[config.mk]
export PLATFORM = sky130hd
export DESIGN_NAME = uart_tx_arbiter
export DESIGN_NICKNAME = d
export VERILOG_FILES = /design/src/rtl/uart_tx_arbiter.sv
export SDC_FILE = /design/constraint.sdc
export NUM_CORES = 1
export LEC_CHECK = 0
export BUFFER_PORTS_ARGS = -buffer_cell sky130_fd_sc_hd__buf_2
export CORE_MARGIN = 8
export CORE_UTILIZATION = 41
export CTS_CLUSTER_SIZE = 14
export DETAILED_ROUTE_END_ITERATION = 7
export GPL_ROUTABILITY_DRIVEN = 0
export PLACE_DENSITY = 0.85
export SYNTH_ARGS = -nofsm -noshare
export SYNTH_HDL_FRONTEND = slang
export SYNTH_SLANG_ARGS = --single-unit
[constraint.sdc]
create_clock -name sysclk_in -period 2.05 [get_ports sysclk_in]
set_input_delay 0 -clock sysclk_in [delete_from_list [all_inputs] [get_ports sysclk_in]]
set_output_delay 0 -clock sysclk_in [all_outputs]
set_load 0.005 [all_outputs]
[src/rtl/uart_tx_arbiter.sv]
// Round-robin scheduler sharing one uart_tx among N_REQ byte producers; one byte per grant.
// Optional WAIT_BUSY watchdog is built when UART_ARB_TIMEOUT_EN is defined.
module uart_tx_arbiter #(
    parameter int N_REQ          = 4,
    parameter int DATA_BITS      = 8,
    parameter int TIMEOUT_CYCLES = 4096
) (
    input  logic                         sysclk_in,
    input  logic                         nrst_in,
    input  logic [N_REQ-1:0]             req_valid_in,
    input  logic [N_REQ*DATA_BITS-1:0]   req_data_in,
    output logic [N_REQ-1:0]             req_ready_out,
    output logic [DATA_BITS-1:0]         tx_data_out,
    output logic                         data_rdy_out,
    input  logic                         tx_busy_in,
    input  logic                         tx_done_in,
    output logic [$clog2(N_REQ)-1:0]     grant_idx_out,
    output logic                         active_out,
    output logic                         err_out
);

    localparam int IDX_W = $clog2(N_REQ);

    if (N_REQ < 2 || N_REQ > 8 || TIMEOUT_CYCLES < 1) begin : g_bad_cfg
        $error("uart_tx_arbiter: N_REQ must be 2..8 and TIMEOUT_CYCLES >= 1");
    end

    typedef enum logic [1:0] {
        IDLE      = 2'd0,
        WAIT_BUSY = 2'd1,
        WAIT_DONE = 2'd2
    } state_t;

    state_t                 state_q;
    state_t                 state_d;
    logic [IDX_W-1:0]       rr_ptr_q;
    logic                   done_q;
    logic [N_REQ-1:0]       ready_q;
    logic [DATA_BITS-1:0]   tx_data_q;
    logic                   data_rdy_q;
    logic [IDX_W-1:0]       grant_q;

    logic                   done_rise;
    logic                   winner_found;
    logic [IDX_W-1:0]       winner_idx;
    logic [IDX_W:0]         cand;
    logic                   do_grant;
    logic                   rdy_clear;
    logic                   timeout_hit;

    assign done_rise = tx_done_in & ~done_q;

    // Search upward from rr_ptr with wrap; the first valid requester wins.
    always_comb begin
        winner_found = 1'b0;
        winner_idx   = '0;
        cand         = '0;
        for (int k = 0; k < N_REQ; k++) begin
            cand = {1'b0, rr_ptr_q} + (IDX_W+1)'(k);
            if (cand >= (IDX_W+1)'(N_REQ)) begin
                cand = cand - (IDX_W+1)'(N_REQ);
            end
            if (!winner_found && req_valid_in[cand[IDX_W-1:0]]) begin
                winner_found = 1'b1;
                winner_idx   = cand[IDX_W-1:0];
            end
        end
    end

`ifdef UART_ARB_TIMEOUT_EN
    localparam int CNT_W = $clog2(TIMEOUT_CYCLES + 1);
    logic [CNT_W-1:0] wait_cnt_q;
    logic             err_q;

    always_ff @(posedge sysclk_in or negedge nrst_in) begin
        if (!nrst_in) begin
            wait_cnt_q <= '0;
        end else if (do_grant) begin
            wait_cnt_q <= '0;
        end else if (state_q == WAIT_BUSY) begin
            wait_cnt_q <= wait_cnt_q + CNT_W'(1);
        end
    end

    // The edge that would bring the count to TIMEOUT_CYCLES is the timeout edge.
    assign timeout_hit = (wait_cnt_q == CNT_W'(TIMEOUT_CYCLES - 1));

    always_ff @(posedge sysclk_in or negedge nrst_in) begin
        if (!nrst_in) begin
            err_q <= 1'b0;
        end else begin
            err_q <= (state_q == WAIT_BUSY) && !done_rise && !tx_busy_in && timeout_hit;
        end
    end

    assign err_out = err_q;
`else
    assign timeout_hit = 1'b0;
    assign err_out     = 1'b0;
`endif

    always_comb begin
        state_d   = state_q;
        do_grant  = 1'b0;
        rdy_clear = 1'b0;
        case (state_q)
            IDLE: begin
                if (winner_found) begin
                    do_grant = 1'b1;
                    state_d  = WAIT_BUSY;
                end
            end
            WAIT_BUSY: begin
                // A done edge here means the busy phase was missed entirely.
                if (done_rise) begin
                    rdy_clear = 1'b1;
                    state_d   = IDLE;
                end else if (tx_busy_in) begin
                    rdy_clear = 1'b1;
                    state_d   = WAIT_DONE;
                end else if (timeout_hit) begin
                    rdy_clear = 1'b1;
                    state_d   = IDLE;
                end
            end
            WAIT_DONE: begin
                if (done_rise) begin
                    state_d = IDLE;
                end
            end
            default: begin
                state_d = IDLE;
            end
        endcase
    end

    always_ff @(posedge sysclk_in or negedge nrst_in) begin
        if (!nrst_in) begin
            state_q <= IDLE;
            done_q  <= 1'b0;
        end else begin
            state_q <= state_d;
            done_q  <= tx_done_in;
        end
    end

    always_ff @(posedge sysclk_in or negedge nrst_in) begin
        if (!nrst_in) begin
            rr_ptr_q   <= '0;
            ready_q    <= '0;
            tx_data_q  <= '0;
            data_rdy_q <= 1'b0;
            grant_q    <= '0;
        end else begin
            ready_q <= '0;
            if (do_grant) begin
                tx_data_q  <= req_data_in[int'(winner_idx)*DATA_BITS +: DATA_BITS];
                ready_q    <= N_REQ'(1) << winner_idx;
                grant_q    <= winner_idx;
                rr_ptr_q   <= (winner_idx == IDX_W'(N_REQ - 1)) ? '0 : winner_idx + IDX_W'(1);
                data_rdy_q <= 1'b1;
            end else if (rdy_clear) begin
                data_rdy_q <= 1'b0;
            end
        end
    end

    assign req_ready_out = ready_q;
    assign tx_data_out   = tx_data_q;
    assign data_rdy_out  = data_rdy_q;
    assign grant_idx_out = grant_q;
    assign active_out    = (state_q != IDLE);

    a_ready_onehot: assert property (@(posedge sysclk_in) disable iff (!nrst_in)
        $onehot0(ready_q));
    a_ready_single_cycle: assert property (@(posedge sysclk_in) disable iff (!nrst_in)
        (ready_q != '0) |=> (ready_q == '0));

endmodule

==> results of run 1 <==
## cells by family after synthesis
kind of cell | Yosys count | share of synthesized area, %
other | 1 | 0.321
DFF | 20 | 42.9
AOI/OAI and AO/OA | 35 | 23.9
and+or+nand+nor | 54 | 24.1
muxes | 3 | 2.89
buffers and inverters | 9 | 4.82
adders and majority gates | 1 | 1.07
## placed cells by master, fill, tap and decap left out, types with 4 or more instances in the layout
| master | count |
|---|---|
| nor2b_1 | 5 |
| a211oi_1 | 8 |
| buf_2 | 55 |
| buf_4 | 7 |
| nor2_1 | 11 |
| dfrtp_1 | 20 |
| and3_1 | 16 |
| o31ai_1 | 8 |
| a21oi_1 | 4 |
| nand2_1 | 13 |
## metal layers
| metal | vias to the layer above | track usage, % | routed length, µm |
|---|---|---|---|
| met1 | 527 | 16.9 | 1400 |
| met2 | 51 | 20.5 | 1580 |
| met4 | 0 | 6.61 | 34 |
| li1 | 582 | - | - |
| met5 | - | 0 | 0 |
| met3 | 2 | 3.15 | 239 |
## layout make-up
cell class / count / area, µm² / area share, %
clock buffers: 4 / 36.3 / 2.33
inverters: 1 / 3.75 / 0.241
multi-input cells: 94 / 633 / 40.6
flip-flops and latches: 20 / 500 / 32.1
well taps: 31 / 38.8 / 2.49
repair buffers: 64 / 348 / 22.3
## worst paths after layout
check	from	endpoint	slack, ns
setup / recovery	rr_ptr_q[0]	tx_data_out[2]	0.05
hold / removal	tx_busy_in	state_q[1]	0.05
setup reg to reg	rr_ptr_q[0]	tx_data_out[2]	0.05
hold reg to reg	tx_data_out[5]	tx_data_out[5]	0.49
max in group asynchronous	nrst_in	tx_data_out[2]	1.59
min in group asynchronous	nrst_in	state_q[1]	0.16
## metrics by stage
step	instances	util, %	power (W)
finish	214	57.1	0.00203
global route	214	57.1	0.00224
CTS	214	56.5	0.00202
detailed placement	208	54.2	0.00178
floorplan	123	-	0.00142
global placement	208	54.2	0.00175
## registers in the layout (all words and copies together), names as in the netlist
register and count:
state_q 2, req_ready_out 4, rr_ptr_q 2, tx_data_out 8, data_rdy_out 1, done_q 1
grant_idx_out 2
## worst min-delay path: cells and delay by family
kind                   cells  cell delay (ns)
buffers and inverters      1             0.10
muxes                      1             0.13
and+or+nand+nor            2             0.08
## what timing repair did
action                                 4_1_cts  5_1_grt
setup endpoints to repair                    5        6
endpoints found under the hold margin       21        0
hold buffers                                 2        0
pin swaps                                    0        1
resized for setup                            3        5
## power groups by stage
stage	Sequential (W)	Clock (W)	Combinational, W
5_1_grt	0.000711	0.000252	0.00128
6_report	0.000682	0.000222	0.00113
4_1_cts	0.000681	0.000231	0.00111
2_1_floorplan	0.000696	0	0.000721
3_3_place_gp	0.000680	0	0.00107
3_5_place_dp	0.000689	0	0.00109
==> results.yml, run 1 <==
outcome:
  status: "complete, no violations"
critical_path:
  worstPathArrival_ns: 2.17
  endpoint_kind: "flip-flop"
  path_cells: "nor2b_1 -> or4_4 -> buf_4 -> and3_1 -> a2111oi_1 -> o31ai_1"
  crit_buf_inv: 1
  worstSetupPathType: "flip-flop to flip-flop"
  crit_family: "simple AND/OR/NAND/NOR gates"
  slowest_stage: "or4_4"
  crit_path_start_kind: "flip-flop"
  cp_slowest_stage_delay_ns: 0.56
  cp.depth: 6
  worstPathRequired_ns: 2.22
  reg2reg_depth: 6
  cp_max_fo: 11
final_layout:
  fillers: 245
  diodes: 0
  drive_gt1_share_pct: 42.1
  fin_area_um2: 1560
  nNetsFinal: 225
  area_delta_synth_final_pct: 33.7
placed_design:
  io_buffer_count: 55
  dpl.hpwl_um: 2620
  dpl_worst_slack_ns: -0.0961
  place_area_um2: 1480
logic_synthesis:
  avgSynthCellArea_um2: 9.49
  synth_top_area_share_pct: 42.9
  synth-edff-count: 0
  synthCells: 123
  synth-main-ff-cell: "dfrtp_1"
  seq_area_frac_synth_pct: 42.9
  ys_top_cells_by_count: "dfrtp_1, and3_1, nand2_1, nor2_1"
  synth_cell_types: 32
  synth_area_leader_cell: "dfrtp_1"
  synth_fp_nets: 164
  synth_most_common_cell: "dfrtp_1"
  postSynth.asyncResetShare_pct: 100
  synth_warnings: 0
  ys_ff_latch: 20
  ys_top_cells_by_area: "dfrtp_1, and3_1, a211oi_1"
  synthesis.area_um2: 1170
cts:
  numCtsBuffers: 3
  htreeDepth: 1
  root_buffer: "clkbuf_4"
  cts_sinks: 20
  clk_latency_ns: 0.29
  cts_setup_buffers: 0
  cts.path.max_buffers: 2
  clkTransAtPathRegs_ns: 0.11
  tritoncts: "done"
hold_path:
  hold_path_depth: 4
  min_path_type: "primary input to flip-flop"
floorplanning:
  start_util_pct: 42.7
  die_width_um: 69.4
  core_um2: 2730
  io_pins: 57
  dieArea_um2: 4810
  num_rows: 19
  die_height_um: 69.4
timing:
  finalMaxSlewViolations: 0
  skew_ns: 0.00634
  setup_viol: 0
  hold_violations: 0
  timing.fmax_mhz: 500
  timing.final.crit_share_pct: 97.6
  rsz0062_at_grt: "yes"
  period_minus_slack_ns: 2.00
  setup_slack_ns: 0.0485
  whs_ns: 0.0476
  slew_headroom_pct: 62.5
  worst_slew_pin_slew_ns: 0.548
  setup_tns_ns: 0
pwr:
  p_sw_share_pct: 39.9
  p_leak_nw: 0.787
  power.density_nw_per_um2: 1300
  p_seq_share_pct: 33.6
  intPower_w: 0.00122
  combPwrFrac_pct: 55.5
  p_clk_share_pct: 10.9
  switchingPower_w: 0.000810
  vdd_drop_max_mv: 0.811
route:
  drtIter0Drc: 49
  vias: 1162
  avgRoutedWirePerCell_um: 15.2
  remaining_drc_errors: 0
  routed_via_density: 5.43
  detail-route-antenna-nets: 0
  drt_first_pass_iters: 4
  finalWirelength_um: 3240
global_routing:
  grt_max_degree: 21
  track_usage_pct: 13.3
  grt_overflow: 0
  grt_pass1_wl_um: 5420
  first_global_vias: 1191
  antenna_found_initial: 0
run:
  maxCapViolCount: 0
No activity file was read; power rests on OpenSTA's default activity.
==> run 2: changes to the inputs <==
==> constraint.sdc (replaced) <==
create_clock -name sysclk_in -period 1.65 [get_ports sysclk_in]
set_input_delay 0 -clock sysclk_in [delete_from_list [all_inputs] [get_ports sysclk_in]]
set_output_delay 0 -clock sysclk_in [all_outputs]
set_load 0.005 [all_outputs]
==> run 2 against run 1 <==
Against the previous run:
- the flow now finishes with violations (negative setup slack)
- first-iteration DRC count grew 92%
- sequential share of layout area shrank 6.0 points
- critical path depth is the same
- combinational power grew 96%
- fmax grew 6.1%
- largest power group unchanged
==> results.yml, run 2 (same netlist as run 1, synthesis figures left out) <==
outcome:
  status: "complete, but fails checks"
  violations: "negative setup slack"
route:
  remaining_drc_errors: 0
  finalWirelength_um: 4410
  drt_first_pass_iters: 4
  drtIter0Drc: 94
  avgRoutedWirePerCell_um: 19.2
  routed_via_density: 5.74
  detail-route-antenna-nets: 0
  vias: 1314
cts:
  tritoncts: "done"
  numCtsBuffers: 3
  clkTransAtPathRegs_ns: 0.11
  cts.path.max_buffers: 2
  cts_sinks: 20
  htreeDepth: 1
  clk_latency_ns: 0.30
  root_buffer: "clkbuf_4"
placed_design:
  io_buffer_count: 55
  place_area_um2: 1590
  dpl.cell_count: 218
  dpl.hpwl_um: 2870
global_routing:
  use_met2_pct: 29.4
  top_usage_layer: "met2"
  grt_overflow: 0
  first_global_vias: 1431
  grt_use_met3_pct: 3.29
  grt_max_degree: 21
  grt.met1_usage_pct: 20.0
  track_usage_pct: 18.0
  antenna_found_initial: 1
  grt_pass1_wl_um: 6980
final_layout:
  drive_gt1_share_pct: 55.8
  area_delta_synth_final_pct: 64.6
  finalNonFillerCells: 229
  layout_commonest_cell: "buf_2"
  layout_common_cells: "buf_2, dfrtp_1, nand2_1, and3_1, buf_4"
  nNetsFinal: 239
  post-route-util_pct: 70.3
  largest_register_ff_count: 8
  fin_area_um2: 1920
critical_path:
  endpoint_kind: "flip-flop"
  path_cells: "nor2b_2 -> or4_4 -> buf_6 -> and3_4 -> a2111oi_4 -> o31ai_1"
  worstPathArrival_ns: 2.07
  slowest_stage: "or4_4"
  cp-startpoint: "rr_ptr_q[0]"
  worstPathRequired_ns: 1.83
  cp_max_fo: 7
  rrSetupSlack_ns: -0.24
  r2r-start: "rr_ptr_q[0]"
  worstSetupPathType: "flip-flop to flip-flop"
  cp_slowest_stage_delay_ns: 0.49
  crit_path_start_kind: "flip-flop"
pwr:
  power.density_nw_per_um2: 1740
  vdd_drop_max_mv: 1.28
  power.total_w: 0.00335
  p_leak_nw: 0.899
timing:
  timing.final.crit_share_pct: 114
  skew_ns: 0.00636
  timing.fmax_mhz: 530
  worst_slew_pin_slew_ns: 0.558
  slew_headroom_pct: 62.4
  setup_tns_ns: -1.83
  finalMaxSlewViolations: 0
  setup_viol: 10
  hold_violations: 0
  rsz0062_at_grt: "yes"
  setup_slack_ns: -0.237
  period_minus_slack_ns: 1.89
floorplanning:
  num_rows: 19
  core_um2: 2730
  die_height_um: 69.4
  dieArea_um2: 4810
  start_util_pct: 42.7
  io_pins: 57
  die_width_um: 69.4
hold_path:
  min_path_type: "primary input to flip-flop"
  min_from: "req_data_in[27]"
run:
  maxCapViolCount: 0
[run 2: metrics by stage]
stage	hold slack [ns]	worst slack (ns)
3_5_place_dp	-0.0286	-0.413
3_3_place_gp	-0.0409	-0.387
4_1_cts	0.0384	-0.188
6_report	0.0518	-0.237
5_1_grt	0.0495	-0.341
2_1_floorplan	-0.296	-0.207
[run 2: path summary, 6_finish.rpt]
check | endpoint | cells past startpoint
hold reg to reg | grant_idx_out[0] | 2
max in group asynchronous | state_q[0] | 2
setup / recovery | tx_data_out[6] | 6
min in group asynchronous | tx_data_out[7] | 2
setup reg to reg | tx_data_out[6] | 6
hold / removal | tx_data_out[3] | 3
[run 2: critical path: cells and delay by family, from the launching register on]
kind,cells,cell delay [ns]
buffers and inverters,1,0.16
flip-flops,1,0.46
AND/OR/NAND/NOR,3,0.75
AO/OA/AOI/OAI,2,0.40
[run 2: cell type report]
cell class	count	area, µm²
Fill cell	200	812
Inverter	1	3.75
Antenna cell	1	2.50
Multi-Input combinational cell	94	851
Timing Repair Buffer	78	489
Tap cell	31	38.8
Sequential cell	20	500
Clock buffer	4	36.3
[run 2: per-layer routing]
metal	up-vias	share of wire, %
li1	610	-
met1	631	39
met2	56	51
met3	17	5.5
met4	0	4.9
met5	-	0
[run 2: power by group]
part | internal [W] | switching [W]
combinational | 0.00109 | 0.00113
clock | 0.000135 | 0.000146
sequential | 0.000713 | 0.000132
[run 2: what timing repair did]
action,4_1_cts,5_1_grt
hold endpoints to repair,21,0
hold buffers,2,0
buffers inserted,3,0
resized for setup,36,8
pin swaps,8,2
endpoints found under the setup margin,9,12
cloned,1,0
==> run 3: changes to the inputs <==
--- a/config.mk
+++ b/config.mk
@@ -11,6 +11,7 @@
 export CTS_CLUSTER_SIZE = 14
 export DETAILED_ROUTE_END_ITERATION = 7
 export GPL_ROUTABILITY_DRIVEN = 0
+export MAX_ROUTING_LAYER = met4
 export PLACE_DENSITY = 0.85
 export SYNTH_ARGS = -nofsm -noshare
 export SYNTH_HDL_FRONTEND = slang
==> run 3 against run 2 <==
Against the previous run:
- the flow still finishes with violations (negative setup slack)
- global-route usage up 0.52 points
- first-iteration DRC count down 26%
- critical path depth unchanged
- fmax up 0.24%
- non-clock buffer count unchanged
- core utilization unchanged
- highest routed layer unchanged
==> results.yml, run 3 (same netlist as run 1, synthesis figures left out) <==
outcome:
  status: "complete, but fails checks"
  violations: "negative setup slack"
pwr:
  switchingPower_w: 0.00141
  power.total_w: 0.00335
  power.density_nw_per_um2: 1740
  vdd_drop_max_mv: 1.29
  p_leak_nw: 0.899
  combPwrFrac_pct: 66.4
  p_seq_share_pct: 25.2
  p_sw_share_pct: 42.2
  p_clk_share_pct: 8.4
  intPower_w: 0.00194
route:
  remaining_drc_errors: 0
  drt_first_pass_iters: 5
  detail-route-antenna-nets: 0
  vias: 1322
  drtIter0Drc: 70
  routed_via_density: 5.77
  avgRoutedWirePerCell_um: 19.3
  finalWirelength_um: 4430
placed_design:
  io_buffer_count: 55
  dpl.hpwl_um: 2870
floorplanning:
  die_width_um: 69.4
  die_height_um: 69.4
  start_util_pct: 42.7
  dieArea_um2: 4810
  num_rows: 19
  core_um2: 2730
  io_pins: 57
critical_path:
  cp_max_fo: 7
  reg2reg_depth: 6
  crit_family: "simple AND/OR/NAND/NOR gates"
  worstPathArrival_ns: 2.07
  slowest_stage: "or4_4"
  crit_buf_inv: 1
  worstSetupPathType: "flip-flop to flip-flop"
  crit_path_start_kind: "flip-flop"
  cp_slowest_stage_delay_ns: 0.49
  endpoint_kind: "flip-flop"
  cp.depth: 6
  worstPathRequired_ns: 1.84
  path_cells: "nor2b_2 -> or4_4 -> buf_6 -> and3_4 -> a2111oi_4 -> o31ai_1"
cts:
  clkTransAtPathRegs_ns: 0.11
  htreeDepth: 1
  root_buffer: "clkbuf_4"
  clk_latency_ns: 0.30
  cts_sinks: 20
  cts.path.max_buffers: 2
  numCtsBuffers: 3
  tritoncts: "done"
final_layout:
  nNetsFinal: 239
  layout_common_cells: "buf_2, dfrtp_1, nand2_1, and3_1, buf_4"
  fillers: 200
  largest_register_ff_count: 8
  drive_gt1_share_pct: 55.8
  layout_commonest_cell: "buf_2"
  area_delta_synth_final_pct: 64.6
global_routing:
  grt_overflow: 0
  grt_pass1_wl_um: 6980
  track_usage_pct: 18.5
  first_global_vias: 1422
  grt_max_degree: 21
  antenna_found_initial: 1
hold_path:
  min_path_type: "primary input to flip-flop"
  hold_path_depth: 3
timing:
  timing.fmax_mhz: 531
  slew_headroom_pct: 62.8
  timing.final.crit_share_pct: 114
  worst_slew_pin_slew_ns: 0.553
  period_minus_slack_ns: 1.88
  rsz0062_at_grt: "yes"
  hold_violations: 0
  whs_ns: 0.0512
  finalMaxSlewViolations: 0
  skew_ns: 0.00533
  setup_slack_ns: -0.232
  setup_viol: 9
run:
  maxCapViolCount: 0
## run 3: cell counts in the layout (fill, tap and decap cells not counted)
No cell type changed its count.
## run 3: path summary, 6_finish.rpt
path                             startpoint          endpoint  slack (ns)
setup reg to reg                rr_ptr_q[0]    tx_data_out[6]       -0.23
hold / removal              req_data_in[27]    tx_data_out[3]        0.05
min in group asynchronous           nrst_in    tx_data_out[7]        0.16
max in group asynchronous           nrst_in        state_q[0]        1.19
setup / recovery                rr_ptr_q[0]    tx_data_out[6]       -0.23
hold reg to reg            grant_idx_out[0]  grant_idx_out[0]        0.50
## run 3: area by class of cell
| type | instances | area (µm²) | area share (%) |
|---|---|---|---|
| multi-input combinational | 94 | 851 | 44.3 |
| sequential | 20 | 500 | 26.0 |
| timing repair buffer | 78 | 489 | 25.5 |
| tap | 31 | 38.8 | 2.02 |
| inverter | 1 | 3.75 | 0.195 |
| clock buffer | 4 | 36.3 | 1.89 |
| antenna | 1 | 2.50 | 0.130 |
## run 3: per-layer routing
layer	vias to the layer above	track usage (%)	wire length (µm)
li1	610	-	-
met1	636	20.4	1750
met2	64	29.5	2280
met3	12	2.86	232
met4	0	14.1	174
met5	-	-	0
## run 3: worst min-delay path: cells and delay by family
kind	cells	cell delay, ns
buffers and inverters	1	0.09
AO/OA/AOI/OAI	2	0.24
## run 3: power groups by stage
stage                     clock network [W]  logic, W  registers (W)
final                              0.000282   0.00223       0.000843
after global routing               0.000318   0.00239       0.000868
after CTS                          0.000294   0.00202       0.000841
after detailed placement                  0   0.00153       0.000845
after global placement                    0   0.00146       0.000826
after floorplan                           0  0.000946       0.000865
## run 3: through the flow
stage                     setup WS (ns)  setup TNS [ns]  cell area, µm²  std cells  util [%]
after floorplan                  -0.207           -1.11            1200        123         -
after global placement           -0.387           -2.23            1590        218      58.0
after detailed placement         -0.413           -2.73            1590        218      58.0
after CTS                        -0.188           -1.51            1870        228      68.4
after global routing             -0.341           -2.46            1920        229      70.3
final                            -0.232           -1.75            1920        229      70.3
## run 3: timing repair
action / CTS / global route
endpoints found under the hold margin: 21 / 0
gates resized for setup: 36 / 8
gates cloned: 1 / 0
hold buffers: 2 / 0
pin swaps: 8 / 2
setup buffers: 3 / 0
setup endpoints to repair: 9 / 12
